**config.mk**
```make
export PLATFORM = sky130hd
export DESIGN_NAME = sram_sp_rw_ctrl
export DESIGN_NICKNAME = d
export VERILOG_FILES = /design/src/rtl/sram_ctrl_pkg.sv /design/src/rtl/sram_resp_hold.sv /design/src/rtl/sram_sp_rw_ctrl.sv
export SDC_FILE = /design/constraint.sdc
export NUM_CORES = 1
export LEC_CHECK = 0
export ABC_AREA = 0
export CORE_AREA = 4 4 75 77
export DETAILED_ROUTE_END_ITERATION = 10
export DIE_AREA = 0 0 79 81
export PLACE_DENSITY = 0.83
export SYNTH_ARGS = -nofsm -noshare
export SYNTH_HDL_FRONTEND = slang
export SYNTH_SLANG_ARGS = --single-unit
```
**constraint.sdc**
```tcl
create_clock -name clock -period 2.9 [get_ports clock]
set_input_delay 0.58 -clock clock [delete_from_list [all_inputs] [get_ports clock]]
set_output_delay 0.58 -clock clock [all_outputs]
set_load 0.05 [all_outputs]
```
**src/rtl/sram_ctrl_pkg.sv**
```systemverilog
// Shared defaults and state encoding for the single-port SRAM access controller.
package sram_ctrl_pkg;
  localparam int DEF_SETS   = 512;
  localparam int DEF_LANE_W = 12;
  localparam int DEF_LANES  = 2;
  localparam int DEF_SET_W  = $clog2(DEF_SETS);
  localparam int DEF_DATA_W = DEF_LANE_W * DEF_LANES;

  typedef enum logic {
    ST_INIT = 1'b0,
    ST_IDLE = 1'b1
  } state_e;
endpackage

```
**src/rtl/sram_resp_hold.sv**
```systemverilog
// One-entry read response skid: macro data is bypassed in the cycle after the
// read issue and captured into a hold register so it stays stable under stall.
module sram_resp_hold #(
  parameter int DATA_W = 24
) (
  input  logic              clock,
  input  logic              reset_n,
  input  logic              issue,
  input  logic [DATA_W-1:0] rdata,
  input  logic              resp_ready,
  output logic              resp_valid,
  output logic [DATA_W-1:0] resp_data
);
  logic              rd_pend;   // macro data is on rdata this cycle
  logic              held_vld;  // undelivered data sits in hold_q
  logic [DATA_W-1:0] hold_q;

  assign resp_valid = rd_pend | held_vld;
  assign resp_data  = rd_pend ? rdata : hold_q;

  // Track the in-flight read and whether its data still awaits the consumer.
  always_ff @(posedge clock) begin
    if (!reset_n) begin
      rd_pend  <= 1'b0;
      held_vld <= 1'b0;
    end else begin
      rd_pend  <= issue;
      held_vld <= resp_valid & ~resp_ready;
    end
  end

  // Capture macro data the only cycle it is valid; later writes cannot disturb it.
  always_ff @(posedge clock) begin
    if (rd_pend) hold_q <= rdata;
  end
endmodule

```
**src/rtl/sram_sp_rw_ctrl.sv**
```systemverilog
// Single-port masked SRAM access controller: zero-fill sweep after reset, then
// write-priority merge of read/write request channels onto the RW0 port.
module sram_sp_rw_ctrl
  import sram_ctrl_pkg::*;
#(
  parameter int SETS          = DEF_SETS,
  parameter int LANE_W        = DEF_LANE_W,
  parameter int LANES         = DEF_LANES,
  parameter int INIT_ON_RESET = 1,
  parameter int SET_W         = $clog2(SETS),
  parameter int DATA_W        = LANE_W * LANES
) (
  input  logic              clock,
  input  logic              reset_n,
  input  logic              w_req_valid,
  output logic              w_req_ready,
  input  logic [SET_W-1:0]  w_req_set,
  input  logic [DATA_W-1:0] w_req_data,
  input  logic [LANES-1:0]  w_req_mask,
  input  logic              r_req_valid,
  output logic              r_req_ready,
  input  logic [SET_W-1:0]  r_req_set,
  output logic              r_resp_valid,
  input  logic              r_resp_ready,
  output logic [DATA_W-1:0] r_resp_data,
  output logic              init_done,
  output logic              RW0_en,
  output logic              RW0_wmode,
  output logic [SET_W-1:0]  RW0_addr,
  output logic [LANES-1:0]  RW0_wmask,
  output logic [DATA_W-1:0] RW0_wdata,
  input  logic [DATA_W-1:0] RW0_rdata
);
  state_e           state;
  logic [SET_W-1:0] sweep_cnt;
  logic             in_init, in_idle, w_fire, r_fire;

  assign in_init = (state == ST_INIT);
  assign in_idle = (state == ST_IDLE);

  // Writes always win; a read also needs a free (or draining) response slot.
  assign w_req_ready = in_idle;
  assign r_req_ready = in_idle & ~w_req_valid & (~r_resp_valid | r_resp_ready);
  assign w_fire      = w_req_valid & w_req_ready;
  assign r_fire      = r_req_valid & r_req_ready;

  // Port mux: sweep writes zeros, otherwise requests pass straight through.
  assign RW0_en    = in_init | w_fire | r_fire;
  assign RW0_wmode = in_init | w_fire;
  assign RW0_addr  = in_init ? sweep_cnt : (w_fire ? w_req_set : r_req_set);
  assign RW0_wmask = in_init ? {LANES{1'b1}} : w_req_mask;
  assign RW0_wdata = in_init ? '0 : w_req_data;

  // Sweep every set once after reset, then serve requests until the next reset.
  always_ff @(posedge clock) begin
    if (!reset_n) begin
      state     <= (INIT_ON_RESET != 0) ? ST_INIT : ST_IDLE;
      sweep_cnt <= '0;
      init_done <= 1'b0;
    end else begin
      case (state)
        ST_INIT: begin
          if (sweep_cnt == SET_W'(SETS - 1)) begin
            sweep_cnt <= '0;
            state     <= ST_IDLE;
            init_done <= 1'b1;
          end else begin
            sweep_cnt <= sweep_cnt + 1'b1;
          end
        end
        ST_IDLE: init_done <= 1'b1;
        default: state <= ST_INIT;
      endcase
    end
  end

  sram_resp_hold #(.DATA_W(DATA_W)) u_hold (
    .clock      (clock),
    .reset_n    (reset_n),
    .issue      (r_fire),
    .rdata      (RW0_rdata),
    .resp_ready (r_resp_ready),
    .resp_valid (r_resp_valid),
    .resp_data  (r_resp_data)
  );
endmodule

```
==> metrics <==
multi-input logic area 916 sq um; asr flop ratio synth 0; core area ~5000 sq um; CTS clock-pin slew for the worst setup and hold paths roughly 0.070 ns; CP Data Required Time between 2 and 2.5 ns; CP Class reg -> out; Syn Area/Cell 9.94 sq um; GRT Util Overall 0.153; r2r startpoint sweep_cnt[0]; MaxCap Viol Count 0; WHS Path Cells 1; Post-synth EDFFs 0; PD cells 341 nW/um^2; layout cells sized above 1 0.268; Slew HR 0.501; Initial Utilization 0.347; antenna diode count 0; Placer Congestion 0.697; critical-path cell list and2_1, clkdlybuf4s50_1; Tcrit/Tclk final 0.936; first drt pass iteration count 4; Post-Synthesis Cells 175; H-Tree Depth 2; hold buffers post-CTS 0; crit path launch w_req_ready; synth cell count leaders dfxtp_1 (37), and2_1 (25), mux2_2 (24), nor2_1 (14), a21oi_1 (13); fmax around 370 MHz; number of antenna-violating nets in the routed design 0; Clock Sink Count 37; I/O pins 138; combinational share of power 0.134; Residual DRC 0; Net Sw Frac 0.204; die height 81 um; internal power roughly 0.9 mW; Post-CTS Setup Repair Bufs 0; placed wire-length estimate 3980 um; RSZ-0062 raised after global routing false; Least-Margin Pin Slew 0.741 ns; Total Wirelength 4910 um; largest cells by area after synthesis dfxtp_1 (43%), mux2_2 (16%), and2_1 (9.0%); die footprint between 6000 and 7000 sq um; Row Count 26; reg2reg path depth 7; Root Driver clkbuf_8; # resized after CTS 0; worst-path fanout max 50; Worst path slowest cell dfxtp_2; pin count of the biggest net entering global routing slightly above 50; # fillers 446; count leader, synth dfxtp_1; crit path capture type output port; Area growth syn-to-layout 91.1%; Synth Net Count about 250; Period minus WS final between 2 and 3 ns; setup_tns 0 ns; CTS max path bufs 2; commonest register cell after synthesis dfxtp_1; FF-to-FF setup slack just under 1 ns; Synth cell types 36; post-synthesis sequential area ratio 0.426; reg-to-reg endpoint sweep_cnt[1]; Final setup viols 0; Hold Path Class reg -> reg; 1st-iter DRT viols 36; CP Launch Type register; Final Skew 0.00785 ns; fin nets 388; register area around 740 sq um; sequential share of power 0.456; CTS tree done; Worst Hold End u_hold.hold_q[4]; first-pass GRT wire length 7730 um; Synth Cell Area around 1700 sq um; worst skew pair latency 0.29 ns; clock group share of total power 0.410; CP max stage delay 0.81 ns; Pwr Total approximately 1.1 mW; initial antenna violation count 0; yosys warns 0; #FFs+latches synth 37; P_sw 0.231 mW; cts bufs inserted 5; start point of the worst hold path u_hold.hold_q[4]; global route overflow 0; Die Wd 79 um; Worst EP arrival 2.14 ns; share of the synthesized area in the top cell type 0.426; number of global-route vias before repair 1,733; Avg WL per Cell 12.8 um; Max VDD drop 0.269 mV; final core occ 0.663; via count around 1,700; Yosys top cell by area dfxtp_1; Slew Viols, Final 0; Lkg Pwr 1.41 nW; port bufs 137; status finished, final reports clean; Via density 4.51; Hold Violations, Final 0
## critical path, delay by kind of cell (launching register included)
kind | cells | cell delay (ns)
buffers and inverters | 1 | 0.81
DFF | 1 | 0.81
and+or+nand+nor | 1 | 0.23
## routing by layer
layer,share of wire,vias to the layer above,global-route usage
li1,-,871,-
met1,0.37,769,0.157
met2,0.53,85,0.288
met3,0.094,4,0.0543
met4,0.011,0,0.0533
met5,0,-,0
## power groups by stage
stage | clock (mW) | combinational [mW] | sequential [mW]
after global routing | 0.504 | 0.161 | 0.517
final | 0.465 | 0.151 | 0.516
after detailed placement | 0 | 0.152 | 0.528
after CTS | 0.476 | 0.153 | 0.516
after global placement | 0 | 0.149 | 0.528
after floorplan | 0 | 0.0381 | 0.527
## kinds of logic (layout without fill, tap and decap cells)
| group | count (synthesis) | count (layout) | synth area share |
|---|---|---|---|
| muxes | 35 | 35 | 0.219 |
| xor gates and xnor gates | 2 | 2 | 0.0101 |
| buffers and inverters | 14 | 152 | 0.0475 |
| and+or+nand+nor | 61 | 61 | 0.197 |
| adders and majority gates | 3 | 3 | 0.0216 |
| AOI/OAI and AO/OA | 23 | 23 | 0.0791 |
| DFF | 37 | 37 | 0.426 |
## registers in the layout (all words and copies together), names as in the netlist
signal	cells
init_done	1
sweep_cnt	9
u_hold.held_vld	1
u_hold.hold_q	24
u_hold.rd_pend	1
w_req_ready	1
## worst max-delay path by stage
stage                   end  slack, ns  cells past startpoint
2_1_floorplan   r_req_ready       0.31                      3
4_1_cts        RW0_wdata[6]       0.15                      2
3_5_place_dp   RW0_wdata[6]       0.34                      3
3_3_place_gp   RW0_wdata[9]       0.38                      3
5_1_grt        RW0_wdata[6]       0.03                      2
6_report       RW0_wdata[6]       0.18                      2
## final cells by class
cell class              count  area share
clock buffers               6      0.0248
inverters                   3     0.00339
flip-flops and latches     37       0.223
clock inverters             2      0.0113
well taps                  70      0.0264
repair buffers            141       0.435
multi-input cells         124       0.276
## metrics by stage
step | hold WS, ns | cell area, sq um | instances | setup slack, ns
final | 0.478 | 3320 | 383 | 0.185
after global routing | 0.492 | 3320 | 383 | 0.0259
after CTS | 0.481 | 3320 | 383 | 0.153
after detailed placement | 0.463 | 3200 | 375 | 0.335
after global placement | 0.456 | 3200 | 375 | 0.376
after floorplan | 0.471 | 1740 | 175 | 0.308
## layout by cell type, fill, tap and decap left out, drive strengths merged, types with 2 or more instances in the layout
cell type,instances
buf,46
mux2i,11
inv,3
nor3,2
and2,25
nand3,3
clkbuf,6
or2,2
nor2,14
nand2b,3
nand2,3
mux2,24
dfxtp,37
a21oi,13
or3,2
clkdlybuf4s50,95
nor2b,3
o21ai,3
ha,3
Note: power is estimated with default switching activity, not from simulation.
==> variant 1: new RTL, config.mk and constraints unchanged <==
Change the package constant `DEF_SETS` from 512 to 1024.
--- a/src/rtl/sram_ctrl_pkg.sv
+++ b/src/rtl/sram_ctrl_pkg.sv
@@ -1,6 +1,6 @@
 // Shared defaults and state encoding for the single-port SRAM access controller.
 package sram_ctrl_pkg;
-  localparam int DEF_SETS   = 512;
+  localparam int DEF_SETS   = 1024;
   localparam int DEF_LANE_W = 12;
   localparam int DEF_LANES  = 2;
   localparam int DEF_SET_W  = $clog2(DEF_SETS);
Interface: changed (resized RW0_addr, r_req_set and w_req_set); port bits go from 138 to 141. The function was not compared with the original's and may differ.
==> variant 1 against the original RTL <==
- setup slack better by 0.20 ns
- final cell count up 4.4%
- total power down 3.4%
- cell area up 11%
- clock skew up 0.0046 ns
- critical path type is now in -> out
- synthesized area up 5.0%
- largest cell class unchanged
- sequential cell count up 1
- global-route usage up 2.3 points
- fmax up 7.9%
- wire length up 16%
==> variant 1: results <==
metrics = {
    "run_status": {
        "outcome": "completed",
    },
    "grt": {
        "grt_use_total": 0.176,
        "grt_max_degree": 28,
        "grt_pass1_vias": 1952,
        "grt_pass1_wl_mm": 8.89,
    },
    "layout": {
        "biggestRegsByFlops": "u_hold.hold_q (24), sweep_cnt (10)",
        "fin_nets": 405,
    },
    "timing": {
        "fin_skew_ns": 0.0124,
        "relSlewSlack": 0.652,
        "max_freq_mhz": 398,
    },
    "logic_synthesis": {
        "synth-seq-area-share": 0.416,
        "synth_fp_nets": 265,
        "synth_common_cells": "dfxtp_1 (38), and2_1 (25), mux2_2 (24), a21oi_1 (14), nor2_1 (13)",
        "ys_warn_count": 0,
        "synth_area_leaders": "dfxtp_1 (42%), mux2_2 (15%), and2_1 (8.6%)",
    },
    "route": {
        "wl_met3_um": 546,
        "finalWirelength_mm": 5.67,
        "met1Wirelength_mm": 2.02,
        "drt_iter0_drc": 107,
    },
    "critical_path": {
        "reg2reg_depth": 4,
        "r2r_end": "sweep_cnt[3]$_SDFFE_PN0N_",
        "cp.arrival_ns": 1.94,
        "r2r_setup_slack_ns": 1.20,
        "crit_slowest_cell": "clkdlybuf4s50_1",
        "crit_path_start": "w_req_mask[1]",
        "path_max_fanout": 1,
        "crit_end": "RW0_wmask[1]",
    },
    "power_and_ir_drop": {
        "ir_drop_uv": 184,
    },
    "clock_tree": {
        "cts_root_buf": "clkbuf_8",
    },
    "placed_design": {
        "hpwl_mm": 4.77,
        "io_buffers": 140,
        "dpl_cell_area_mm2": 0.00361,
    },
}
==> variant 1: logic make-up (layout without fill, tap and decap cells) <==
| group | count (synthesis) | in the layout | synth area share |
|---|---|---|---|
| and+or+nand+nor | 67 | 67 | 0.218 |
| DFF | 38 | 38 | 0.416 |
| muxes | 34 | 34 | 0.203 |
| AOI/OAI and AO/OA | 31 | 31 | 0.105 |
| buffers and inverters | 16 | 157 | 0.0418 |
| xor gates and xnor gates | 2 | 2 | 0.00959 |
| adders and majority gates | 1 | 1 | 0.00685 |
==> variant 1: through the flow <==
| step | hold WS (ns) | cells | utilization | setup slack, ns |
|---|---|---|---|---|
| 3_5_place_dp | 0.462 | 392 | 0.720 | 0.380 |
| 5_1_grt | 0.494 | 400 | 0.739 | 0.354 |
| 2_1_floorplan | 0.468 | 189 | - | 0.307 |
| 6_report | 0.475 | 400 | 0.739 | 0.384 |
| 3_3_place_gp | 0.457 | 392 | 0.720 | 0.399 |
| 4_1_cts | 0.480 | 400 | 0.739 | 0.377 |
==> variant 1: layout make-up <==
class | instances | area (um2)
repair buffers | 144 | 1750
fillers | 379 | 1310
multi-input cells | 135 | 990
flip-flops and latches | 38 | 761
well taps | 70 | 87.6
clock buffers | 6 | 82.6
inverters | 5 | 18.8
clock inverters | 2 | 12.5
==> variant 1: worst min-delay path by stage <==
stage	endpoint	slack, ns	startpoint	depth (start not counted)
global placement	u_hold.hold_q[12]$_DFF_P_	0.46	u_hold.hold_q[12]$_DFF_P_	1
global route	u_hold.hold_q[11]$_DFF_P_	0.49	u_hold.hold_q[11]$_DFF_P_	1
detailed placement	u_hold.hold_q[19]$_DFF_P_	0.46	u_hold.hold_q[19]$_DFF_P_	1
floorplan	sweep_cnt[9]$_SDFFE_PN0N_	0.47	sweep_cnt[9]$_SDFFE_PN0N_	2
CTS	u_hold.hold_q[9]$_DFF_P_	0.48	u_hold.hold_q[9]$_DFF_P_	1
finish	u_hold.hold_q[9]$_DFF_P_	0.47	u_hold.hold_q[9]$_DFF_P_	1
==> variant 1: report_power, final <==
part | switching (mW) | internal, mW | leakage (nW) | total (mW)
logic | 0.0572 | 0.122 | 1.17 | 0.180
clock network | 0.185 | 0.191 | 0.0472 | 0.376
registers | 0.0111 | 0.527 | 0.307 | 0.538
total | 0.253 | 0.841 | 1.52 | 1.09
==> variant 1: worst max-delay path: cells and delay by family <==
kind / cells / cell delay, ns
and+or+nand+nor: 1 / 0.10
buffers and inverters: 2 / 1.26
==> variant 1: routing by layer <==
metal	vias to the layer above	GRT usage
met2	103	0.336
met3	10	0.0676
met1	858	0.175
met4	0	0.0533
li1	943	-
met5	-	0
==> variant 2: new RTL, same settings <==
Made on the original files. Make the reset (`reset_n`) asynchronous in 2 clocked blocks.
--- a/src/rtl/sram_resp_hold.sv
+++ b/src/rtl/sram_resp_hold.sv
@@ -19,7 +19,7 @@
   assign resp_data  = rd_pend ? rdata : hold_q;
 
   // Track the in-flight read and whether its data still awaits the consumer.
-  always_ff @(posedge clock) begin
+  always_ff @(posedge clock or negedge reset_n) begin
     if (!reset_n) begin
       rd_pend  <= 1'b0;
       held_vld <= 1'b0;
--- a/src/rtl/sram_sp_rw_ctrl.sv
+++ b/src/rtl/sram_sp_rw_ctrl.sv
@@ -52,7 +52,7 @@
   assign RW0_wdata = in_init ? '0 : w_req_data;
 
   // Sweep every set once after reset, then serve requests until the next reset.
-  always_ff @(posedge clock) begin
+  always_ff @(posedge clock or negedge reset_n) begin
     if (!reset_n) begin
       state     <= (INIT_ON_RESET != 0) ? ST_INIT : ST_IDLE;
       sweep_cnt <= '0;
Function: differs if reset_n is asserted again (counterexample within 4 cycles, from zero or initial values and one cycle with reset_n low); with reset_n held inactive, the same outputs for 10 cycles.
==> variant 2 against the original RTL <==
- count of clock-buffer cells in the layout grew 1
- total power shrank 9.5%
- first-iteration DRC count grew to 3.7 times the old value
- sequential cell count is the same
- via count grew 1.3%
- register-to-register slack lost 0.19 ns
- wire length grew 11%
- cell area grew 8.6%
- synthesized area grew 1.6%
- setup slack gained 0.15 ns
- non-clock buffer count is the same
==> variant 2: results <==
metrics = {
    "layout": {
        "drive_gt1_frac": 0.314,
        "final_cells": 382,
        "fin_nets": 387,
    },
    "placed_design": {
        "place.gp.congestion": 0.719,
        "hpwl_mm": 4.62,
        "dpl_cell_area_mm2": 0.00350,
        "placedCellCount": 374,
        "dpl_worst_slack_ns": 0.330,
    },
    "logic_synthesis": {
        "syn_inst": 174,
        "synth_cell_types": 32,
        "synth-seq-area-share": 0.456,
        "synth_area_leaders": "dfxtp_1 (27%), dfrtp_1 (18%), mux2_2 (16%)",
        "synth_common_cells": "mux2_2 (25), and2_1 (24), dfxtp_1 (24), dfrtp_1 (13), nor2_1 (13)",
    },
    "grt": {
        "grt_use_total": 0.171,
        "grtUsageMet3": 0.0765,
        "grt_pass1_wl_mm": 8.67,
        "use_met2": 0.309,
        "grt.met1_usage": 0.180,
        "grt_max_degree": 31,
        "grt_pass1_vias": 1892,
    },
    "critical_path": {
        "crit_path_start": "RW0_rdata[10]",
        "cp.arrival_ns": 1.98,
        "r2r_setup_slack_ns": 0.80,
        "r2r_end": "sweep_cnt[7]$_DFFE_PN0N_",
        "crit_slowest_cell": "clkdlybuf4s50_1",
        "path_delay_family": "buffers and inverters",
        "crit_end": "r_resp_data[10]",
    },
    "clock_tree": {
        "cts_max_path_buffers": 2,
    },
    "worst_hold_path": {
        "min_to": "init_done$_DFFE_PN0P_",
        "hold_path_startpoint": "init_done$_DFFE_PN0P_",
    },
    "timing": {
        "fin_skew_ns": 0.00775,
        "max_freq_mhz": 390,
        "hold_ws_ns": 0.470,
        "tightest_slew_ns": 0.606,
    },
    "power_and_ir_drop": {
        "ir_drop_uv": 254,
        "p_leak_nw": 1.59,
        "p_sw_mw": 0.200,
    },
    "route": {
        "drt_iter0_drc": 134,
    },
    "run_status": {
        "outcome": "completed",
    },
}
==> variant 2: logic make-up (layout without fill, tap and decap cells) <==
group,after synthesis,count (layout),synth area share
flops,37,37,0.456
compound gates,24,24,0.0793
simple gates,62,62,0.197
buf+inv,14,152,0.0361
mux,34,34,0.210
fa+ha+maj,3,3,0.0212
==> variant 2: power by group through the flow <==
stage | clock network, mW | registers (mW) | logic, mW
after floorplan | 0 | 0.522 | 0.0119
after global placement | 0 | 0.522 | 0.110
after detailed placement | 0 | 0.522 | 0.113
after CTS | 0.413 | 0.510 | 0.114
after global routing | 0.442 | 0.510 | 0.120
final | 0.403 | 0.510 | 0.112
==> variant 2: layout make-up <==
cell class,count,area share
inverters,3,0.00312
clock buffers,7,0.0270
multi-input cells,123,0.249
well taps,70,0.0243
clock inverters,1,0.00243
flip-flops and latches,37,0.223
repair buffers,141,0.471
==> variant 2: per-layer routing <==
layer	routed length, um	share of wire
met5	0	0
met4	72	0.013
met3	542	0.10
met2	2820	0.52
met1	2010	0.37
